<file path="config.mk">
export PLATFORM = sky130hd
export DESIGN_NAME = dp_sequencer
export DESIGN_NICKNAME = d
export VERILOG_FILES = /design/src/rtl/dp_sequencer_pkg.sv /design/src/rtl/dp_sequencer_cond_check.sv /design/src/rtl/dp_sequencer.sv
export SDC_FILE = /design/constraint.sdc
export NUM_CORES = 1
export LEC_CHECK = 0
export BUFFER_PORTS_ARGS = -buffer_cell sky130_fd_sc_hd__buf_2
export CORE_MARGIN = 10
export CORE_UTILIZATION = 46
export CTS_CLUSTER_DIAMETER = 30
export CTS_CLUSTER_SIZE = 24
export DETAILED_ROUTE_END_ITERATION = 12
export PLACE_DENSITY = 0.83
export SLEW_MARGIN = 10
export SYNTH_ARGS = -nofsm -noshare
export SYNTH_HDL_FRONTEND = slang
export SYNTH_SLANG_ARGS = --single-unit
</file>
<file path="constraint.sdc">
create_clock -name clk1 -period 2.8 [get_ports clk1]
set_input_delay 0.42 -clock clk1 [delete_from_list [all_inputs] [get_ports clk1]]
set_output_delay 0.42 -clock clk1 [all_outputs]
set_load 0.005 [all_outputs]
</file>
<file path="src/rtl/dp_sequencer_pkg.sv">
// Shared definitions for the data-processing sequencer: FSM states,
// condition-code values, busA source selects and small helpers.
package dp_sequencer_pkg;

   typedef enum logic [2:0] {
      ST_IDLE   = 3'd0,
      ST_DECODE = 3'd1,
      ST_RSREAD = 3'd2,
      ST_OPREAD = 3'd3,
      ST_EXEC   = 3'd4,
      ST_WB     = 3'd5,
      ST_DONE   = 3'd6
   } state_t;

   localparam logic [3:0] COND_EQ = 4'h0;
   localparam logic [3:0] COND_NE = 4'h1;
   localparam logic [3:0] COND_CS = 4'h2;
   localparam logic [3:0] COND_CC = 4'h3;
   localparam logic [3:0] COND_MI = 4'h4;
   localparam logic [3:0] COND_PL = 4'h5;
   localparam logic [3:0] COND_VS = 4'h6;
   localparam logic [3:0] COND_VC = 4'h7;
   localparam logic [3:0] COND_HI = 4'h8;
   localparam logic [3:0] COND_LS = 4'h9;
   localparam logic [3:0] COND_GE = 4'hA;
   localparam logic [3:0] COND_LT = 4'hB;
   localparam logic [3:0] COND_GT = 4'hC;
   localparam logic [3:0] COND_LE = 4'hD;
   localparam logic [3:0] COND_AL = 4'hE;
   localparam logic [3:0] COND_NV = 4'hF;

   localparam logic [1:0] BUSA_READ1 = 2'b00;
   localparam logic [1:0] BUSA_ONES  = 2'b01;
   localparam logic [1:0] BUSA_ZERO  = 2'b10;

   // Decoder outputs captured when an instruction is accepted.
   typedef struct packed {
      logic [3:0] cond;
      logic       is_imm;
      logic       imm_shift;
      logic       reg_w;
      logic       set_flags;
      logic       aluhot;
      logic [1:0] special;
      logic [3:0] rn;
      logic [3:0] rd;
      logic [3:0] rm;
      logic [3:0] rs;
      logic [4:0] shamt;
   } fields_t;

   // Register-specified shifts of 32 or more behave like a full shift of 31.
   function automatic logic [4:0] sat_shift(input logic [7:0] rs_val);
      return (rs_val[7:5] != 3'd0) ? 5'd31 : rs_val[4:0];
   endfunction

   // Special input: bit 1 overrides busA, bit 0 chooses zero (1) or all-ones (0).
   function automatic logic [1:0] busa_map(input logic [1:0] special);
      if (!special[1]) return BUSA_READ1;
      return special[0] ? BUSA_ZERO : BUSA_ONES;
   endfunction

endpackage

</file>
<file path="src/rtl/dp_sequencer_cond_check.sv">
// Combinational condition-field evaluation against the current NZCV flags.
module dp_sequencer_cond_check
   import dp_sequencer_pkg::*;
(
   input  logic [3:0] cond,
   input  logic [3:0] nzcv,
   output logic       pass
);

   logic n, z, c, v;
   assign {n, z, c, v} = nzcv;

   // Decode the 4-bit condition into a single pass/fail.
   always_comb begin
      pass = 1'b0;
      case (cond)
         COND_EQ: pass = z;
         COND_NE: pass = !z;
         COND_CS: pass = c;
         COND_CC: pass = !c;
         COND_MI: pass = n;
         COND_PL: pass = !n;
         COND_VS: pass = v;
         COND_VC: pass = !v;
         COND_HI: pass = c && !z;
         COND_LS: pass = !c || z;
         COND_GE: pass = (n == v);
         COND_LT: pass = (n != v);
         COND_GT: pass = !z && (n == v);
         COND_LE: pass = z || (n != v);
         COND_AL: pass = 1'b1;
         COND_NV: pass = 1'b0;
      endcase
   end

endmodule

</file>
<file path="src/rtl/dp_sequencer.sv">
// Sequences one data-processing instruction: condition check, register
// reads, shifter setup, ALU window, Rd writeback and CPSR update.
module dp_sequencer
   import dp_sequencer_pkg::*;
#(
   parameter int unsigned ALU_LAT = 4
) (
   input  logic        clk1,
   input  logic        rst,
   input  logic        instr_valid,
   input  logic [31:0] instr,
   output logic        instr_ready,
   input  logic [3:0]  cpsr_flags,
   input  logic        is_immediate,
   input  logic        do_immediate_shift,
   input  logic        do_reg_w,
   input  logic        do_S,
   input  logic        do_aluhot,
   input  logic [1:0]  do_special_input,
   input  logic [3:0]  do_Rn,
   input  logic [3:0]  do_Rd,
   input  logic [3:0]  do_Rm,
   input  logic [3:0]  do_Rs,
   input  logic [4:0]  do_shifter_count,
   input  logic [7:0]  rs_low,
   output logic [4:0]  address1,
   output logic [4:0]  address2,
   output logic        lat_a,
   output logic        lat_b,
   output logic [1:0]  busa_sel,
   output logic [4:0]  shifter_count,
   output logic        alu_active,
   output logic        wb_sel,
   output logic        reg_w,
   output logic        cpsr_w,
   output logic        busy,
   output logic        done,
   output logic        cond_fail
);

   localparam logic [3:0] LAT_M1 = 4'(ALU_LAT - 1);

   state_t     state_q, state_d;
   fields_t    fields_q, fields_d;
   logic [4:0] shift_q, shift_d;
   logic [3:0] cnt_q, cnt_d;
   logic       fail_q, fail_d;
   logic       cond_pass;
   logic       reg_shift;

   // Only the condition field of the raw word matters here; the decoder
   // supplies everything else.
   logic unused_instr;
   assign unused_instr = ^instr[27:0];

   assign reg_shift     = !fields_q.is_imm && !fields_q.imm_shift;
   assign shifter_count = shift_q;

   dp_sequencer_cond_check u_cond (
      .cond (fields_q.cond),
      .nzcv (cpsr_flags),
      .pass (cond_pass)
   );

   // Next-state and Moore outputs; every output is a function of state so
   // an asynchronous reset drops all strobes immediately.
   always_comb begin
      state_d     = state_q;
      fields_d    = fields_q;
      shift_d     = shift_q;
      cnt_d       = cnt_q;
      fail_d      = fail_q;
      instr_ready = 1'b0;
      address1    = 5'd0;
      address2    = 5'd0;
      lat_a       = 1'b0;
      lat_b       = 1'b0;
      busa_sel    = BUSA_READ1;
      alu_active  = 1'b0;
      wb_sel      = 1'b0;
      reg_w       = 1'b0;
      cpsr_w      = 1'b0;
      done        = 1'b0;
      cond_fail   = 1'b0;
      busy        = (state_q != ST_IDLE);
      case (state_q)
         ST_IDLE: begin
            instr_ready = 1'b1;
            if (instr_valid) begin
               fields_d.cond      = instr[31:28];
               fields_d.is_imm    = is_immediate;
               fields_d.imm_shift = do_immediate_shift;
               fields_d.reg_w     = do_reg_w;
               fields_d.set_flags = do_S;
               fields_d.aluhot    = do_aluhot;
               fields_d.special   = do_special_input;
               fields_d.rn        = do_Rn;
               fields_d.rd        = do_Rd;
               fields_d.rm        = do_Rm;
               fields_d.rs        = do_Rs;
               fields_d.shamt     = do_shifter_count;
               fail_d             = 1'b0;
               state_d            = ST_DECODE;
            end
         end
         ST_DECODE: begin
            if (!cond_pass) begin
               fail_d  = 1'b1;
               state_d = ST_DONE;
            end else begin
               address1 = {1'b0, fields_q.rn};
               if (reg_shift) begin
                  address2 = {1'b0, fields_q.rs};
                  state_d  = ST_RSREAD;
               end else begin
                  address2 = {1'b0, fields_q.rm};
                  shift_d  = fields_q.shamt;
                  state_d  = ST_OPREAD;
               end
            end
         end
         ST_RSREAD: begin
            address1 = {1'b0, fields_q.rn};
            address2 = {1'b0, fields_q.rm};
            shift_d  = sat_shift(rs_low);
            state_d  = ST_OPREAD;
         end
         ST_OPREAD: begin
            address1 = {1'b0, fields_q.rn};
            address2 = {1'b0, fields_q.rm};
            lat_a    = 1'b1;
            lat_b    = 1'b1;
            busa_sel = busa_map(fields_q.special);
            cnt_d    = fields_q.aluhot ? LAT_M1 : 4'd0;
            state_d  = ST_EXEC;
         end
         ST_EXEC: begin
            alu_active = fields_q.aluhot;
            wb_sel     = fields_q.aluhot;
            if (cnt_q == 4'd0) state_d = ST_WB;
            else               cnt_d   = cnt_q - 4'd1;
         end
         ST_WB: begin
            address1 = {1'b0, fields_q.rd};
            wb_sel   = fields_q.aluhot;
            reg_w    = fields_q.reg_w;
            cpsr_w   = fields_q.set_flags && fields_q.aluhot;
            state_d  = ST_DONE;
         end
         ST_DONE: begin
            done      = 1'b1;
            cond_fail = fail_q;
            state_d   = ST_IDLE;
         end
         default: state_d = ST_IDLE;
      endcase
   end

   // Control state: FSM, ALU window counter, shift amount and fail flag.
   always_ff @(posedge clk1 or posedge rst) begin
      if (rst) begin
         state_q <= ST_IDLE;
         shift_q <= 5'd0;
         cnt_q   <= 4'd0;
         fail_q  <= 1'b0;
      end else begin
         state_q <= state_d;
         shift_q <= shift_d;
         cnt_q   <= cnt_d;
         fail_q  <= fail_d;
      end
   end

   // Latched decoder fields; only meaningful while busy, so no reset.
   always_ff @(posedge clk1) begin
      fields_q <= fields_d;
   end

endmodule

</file>
==> reports/qor.yml <==
placed_design:
  gp_congestion: 0.762
  dp_slack_ns: 0.312
  dp_hpwl_um: 3560
  portBuffers: 71
sta:
  hold_slack_ns: 0.142
  tightest_slew_ns: 0.514
  skew_ns: 0.0135
  fin_crit_sh_pct: 95.4
  slew_headroom_pct: 65.7
  max_freq_mhz: 374
  setup_slack_ns: 0.129
  period_needed_ns: 2.67
  setup-tns-final_ns: 0
  hold_viol: 0
  finalSetupViolCount: 0
  rsz0062_at_grt: "false"
  drv_slew: 0
power:
  leakage_uw: 0.00121
  p_per_area_mw_per_mm2: 830
  p_total_uw: 2270
  peakVddDrop_uv: 378
hold_path:
  hold_class: "input pin to async pin"
critical_path:
  arrival_ns: 2.25
  crit_type: "flop to output port"
  r2r_end: "shifter_count[0]$_DFFE_PP0P_"
  worst_setup_path_end_kind: "output port"
  critPathLaunchType: "flop"
  reg2regPathDepth: 5
  rrSetupSlack_ns: 0.81
  r2r_start: "fields_q[28]$_DFFE_PP_"
  required_ns: 2.38
  cp_cell_sequence: "nor2b_2 > o32a_1 > a211o_2 > o211ai_4 > buf_12 > o21ai_2 > buf_2"
  crit_path_top_delay_cell: "edfxtp_1"
  crit_fanout: 9
  cp_slowest_stage_delay_ns: 0.49
cells_and_area:
  syn2layout_area_growth_pct: 24.0
  multiInputGateArea_um2: 811
  diodes: 0
  fin_nets: 331
  regArea_mm2: 0.00129
  drive_gt1_share_pct: 39.6
  fillers: 400
  post-route-util_pct: 58.2
clock_tree:
  h-tree-depth: 2
  insertion_delay_ns: 0.29
  clockBufferDepth: 2
  cts.clk_slew.worst_paths_ns: 0.09
  cts_tree: "yes"
  root_buffer: "clkbuf_8"
  clock-sinks: 45
  cts_made_buffers: 5
  ctsHoldBuffers: 0
synth:
  synth_warnings: 0
  synth_most_common_cell: "edfxtp_1"
  synth_area_per_cell_um2: 12.4
  netlist-cell-type-count: 45
  synth.largest_area_cell: "edfxtp_1"
  async_reset_ff_share_pct: 28.9
  synth_edf_count: 32
  synth_top_flop_cell: "edfxtp_1"
  synth.cell_area_mm2: 0.00220
  synth.area.top_cells: "edfxtp_1, dfrtp_1, mux2i_1, o21ai_2, o22ai_1"
  synth_seq_cells: 45
  yosysSeqAreaShare_pct: 58.4
  synth_cells: 178
  synthDominantCellAreaShare_pct: 43.6
  yosys-top-cells-count: "edfxtp_1, inv_1, dfrtp_1, nand2_1, nor2_1"
outcome:
  run_status: "finished, final reports clean"
floorplanning:
  fp.dieH_um: 89.2
  initial_utilization_pct: 47.0
  die_x_um: 89.2
  io_pins: 102
  dieArea_mm2: 0.00796
  design.core.area_mm2: 0.00469
  fp-row-count: 25
routing:
  wl_um: 4550
  num_vias: 1583
  avgViaCountPerCell: 5.12
  dr.pass1.iters: 4
  ant_nets: 0
  drcViolationCount: 0
  first_iter_violations: 90
  wl_per_cell_um: 14.7
grt:
  first_global_vias: 1722
  grt-ovfl-total: 0
  grt_pass1_wl_um: 7650
  grt_max_degree: 34
  track_usage_pct: 12.2
  antenna_found_initial: 0
flow_run:
  maxCapViolations: 0
[per-stage QoR]
step,cell area (um^2),cells
after global placement,2600,300
after floorplan,2210,179
after detailed placement,2600,300
after CTS,2710,308
final,2730,309
after global routing,2730,309
[flip-flops by register name, indices dropped and copies added, names as in the netlist]
register and count:
state_q 3, fail_q 1, cnt_q 4, shifter_count 5, fields_q 32
[critical path: cells and delay by family (launching register included)]
family                 cells  cell delay (ns)
AND/OR/NAND/NOR            1             0.20
buffers and inverters      2             0.28
AO/OA/AOI/OAI              4             1.00
flip-flops                 1             0.49
[repair_timing]
action / 4_1_cts / 5_1_grt
pin swaps: 1 / 1
gates resized for setup: 0 / 0
setup endpoints to repair: 1 / 8
setup buffers: 0 / 1
[layout by cell type (no fill, tap or decap), drive strengths merged, types with 2 or more instances in the layout]
cell type / instances
xnor2: 3
edfxtp: 32
o211ai: 2
a22oi: 4
or4b: 2
o21a: 2
dfrtp: 13
ha: 2
clkbuf: 5
nor2: 13
and2: 2
mux2i: 12
nand3: 2
nor2b: 3
inv: 14
nor3: 4
nor3b: 3
buf: 76
nand2: 13
o21ai: 13
nand2b: 4
o22ai: 11
or3b: 2
conb: 2
and3: 2
[area by class of cell]
| class | instances | share of cell area, % |
|---|---|---|
| inverters | 14 | 1.92 |
| repair buffers | 76 | 14.8 |
| clock buffers | 5 | 2.52 |
| multi-input cells | 112 | 29.7 |
| clock inverters | 3 | 1.51 |
| well taps | 54 | 2.47 |
| flip-flops and latches | 45 | 47.1 |
[logic make-up (layout without fill, tap and decap cells)]
| logic type | Yosys count | count (layout) | synth area share [%] |
|---|---|---|---|
| AOI/OAI and AO/OA | 38 | 38 | 13.9 |
| xor gates and xnor gates | 3 | 3 | 1.19 |
| adders and majority gates | 2 | 2 | 1.14 |
| buffers and inverters | 22 | 98 | 5.00 |
| DFF | 45 | 45 | 58.4 |
| muxes | 13 | 13 | 6.13 |
| other | 1 | 2 | 0.170 |
| and+or+nand+nor | 54 | 54 | 14.1 |
[per-layer routing]
layer,share of wire [%],global-route usage [%],vias to the layer above
met3,8.5,4.92,4
met1,42,13.9,727
met5,0,0,-
met2,49,20.7,53
li1,-,-,799
met4,0.64,3.03,0
[worst max path at each step]
stage / cells after the start / start / to / slack (ns)
3_5_place_dp: 6 / fields_q[28]$_DFFE_PP_ / address2[0] / 0.31
4_1_cts: 6 / fields_q[28]$_DFFE_PP_ / address2[0] / 0.02
5_1_grt: 7 / fields_q[28]$_DFFE_PP_ / address2[3] / 0.004
6_report: 7 / fields_q[28]$_DFFE_PP_ / address2[0] / 0.13
2_1_floorplan: 5 / fields_q[28]$_DFFE_PP_ / address2[0] / 0.71
3_3_place_gp: 6 / fields_q[28]$_DFFE_PP_ / address2[0] / 0.32
[where the power goes]
group          total (uW)  switching, uW  internal [uW]  leakage (uW)
clock network         470            207            263     0.0000518
registers            1000            115            890      0.000441
logic                 794            430            364      0.000720
total                2270            752           1520       0.00121
(Power assumes the default switching activity.)
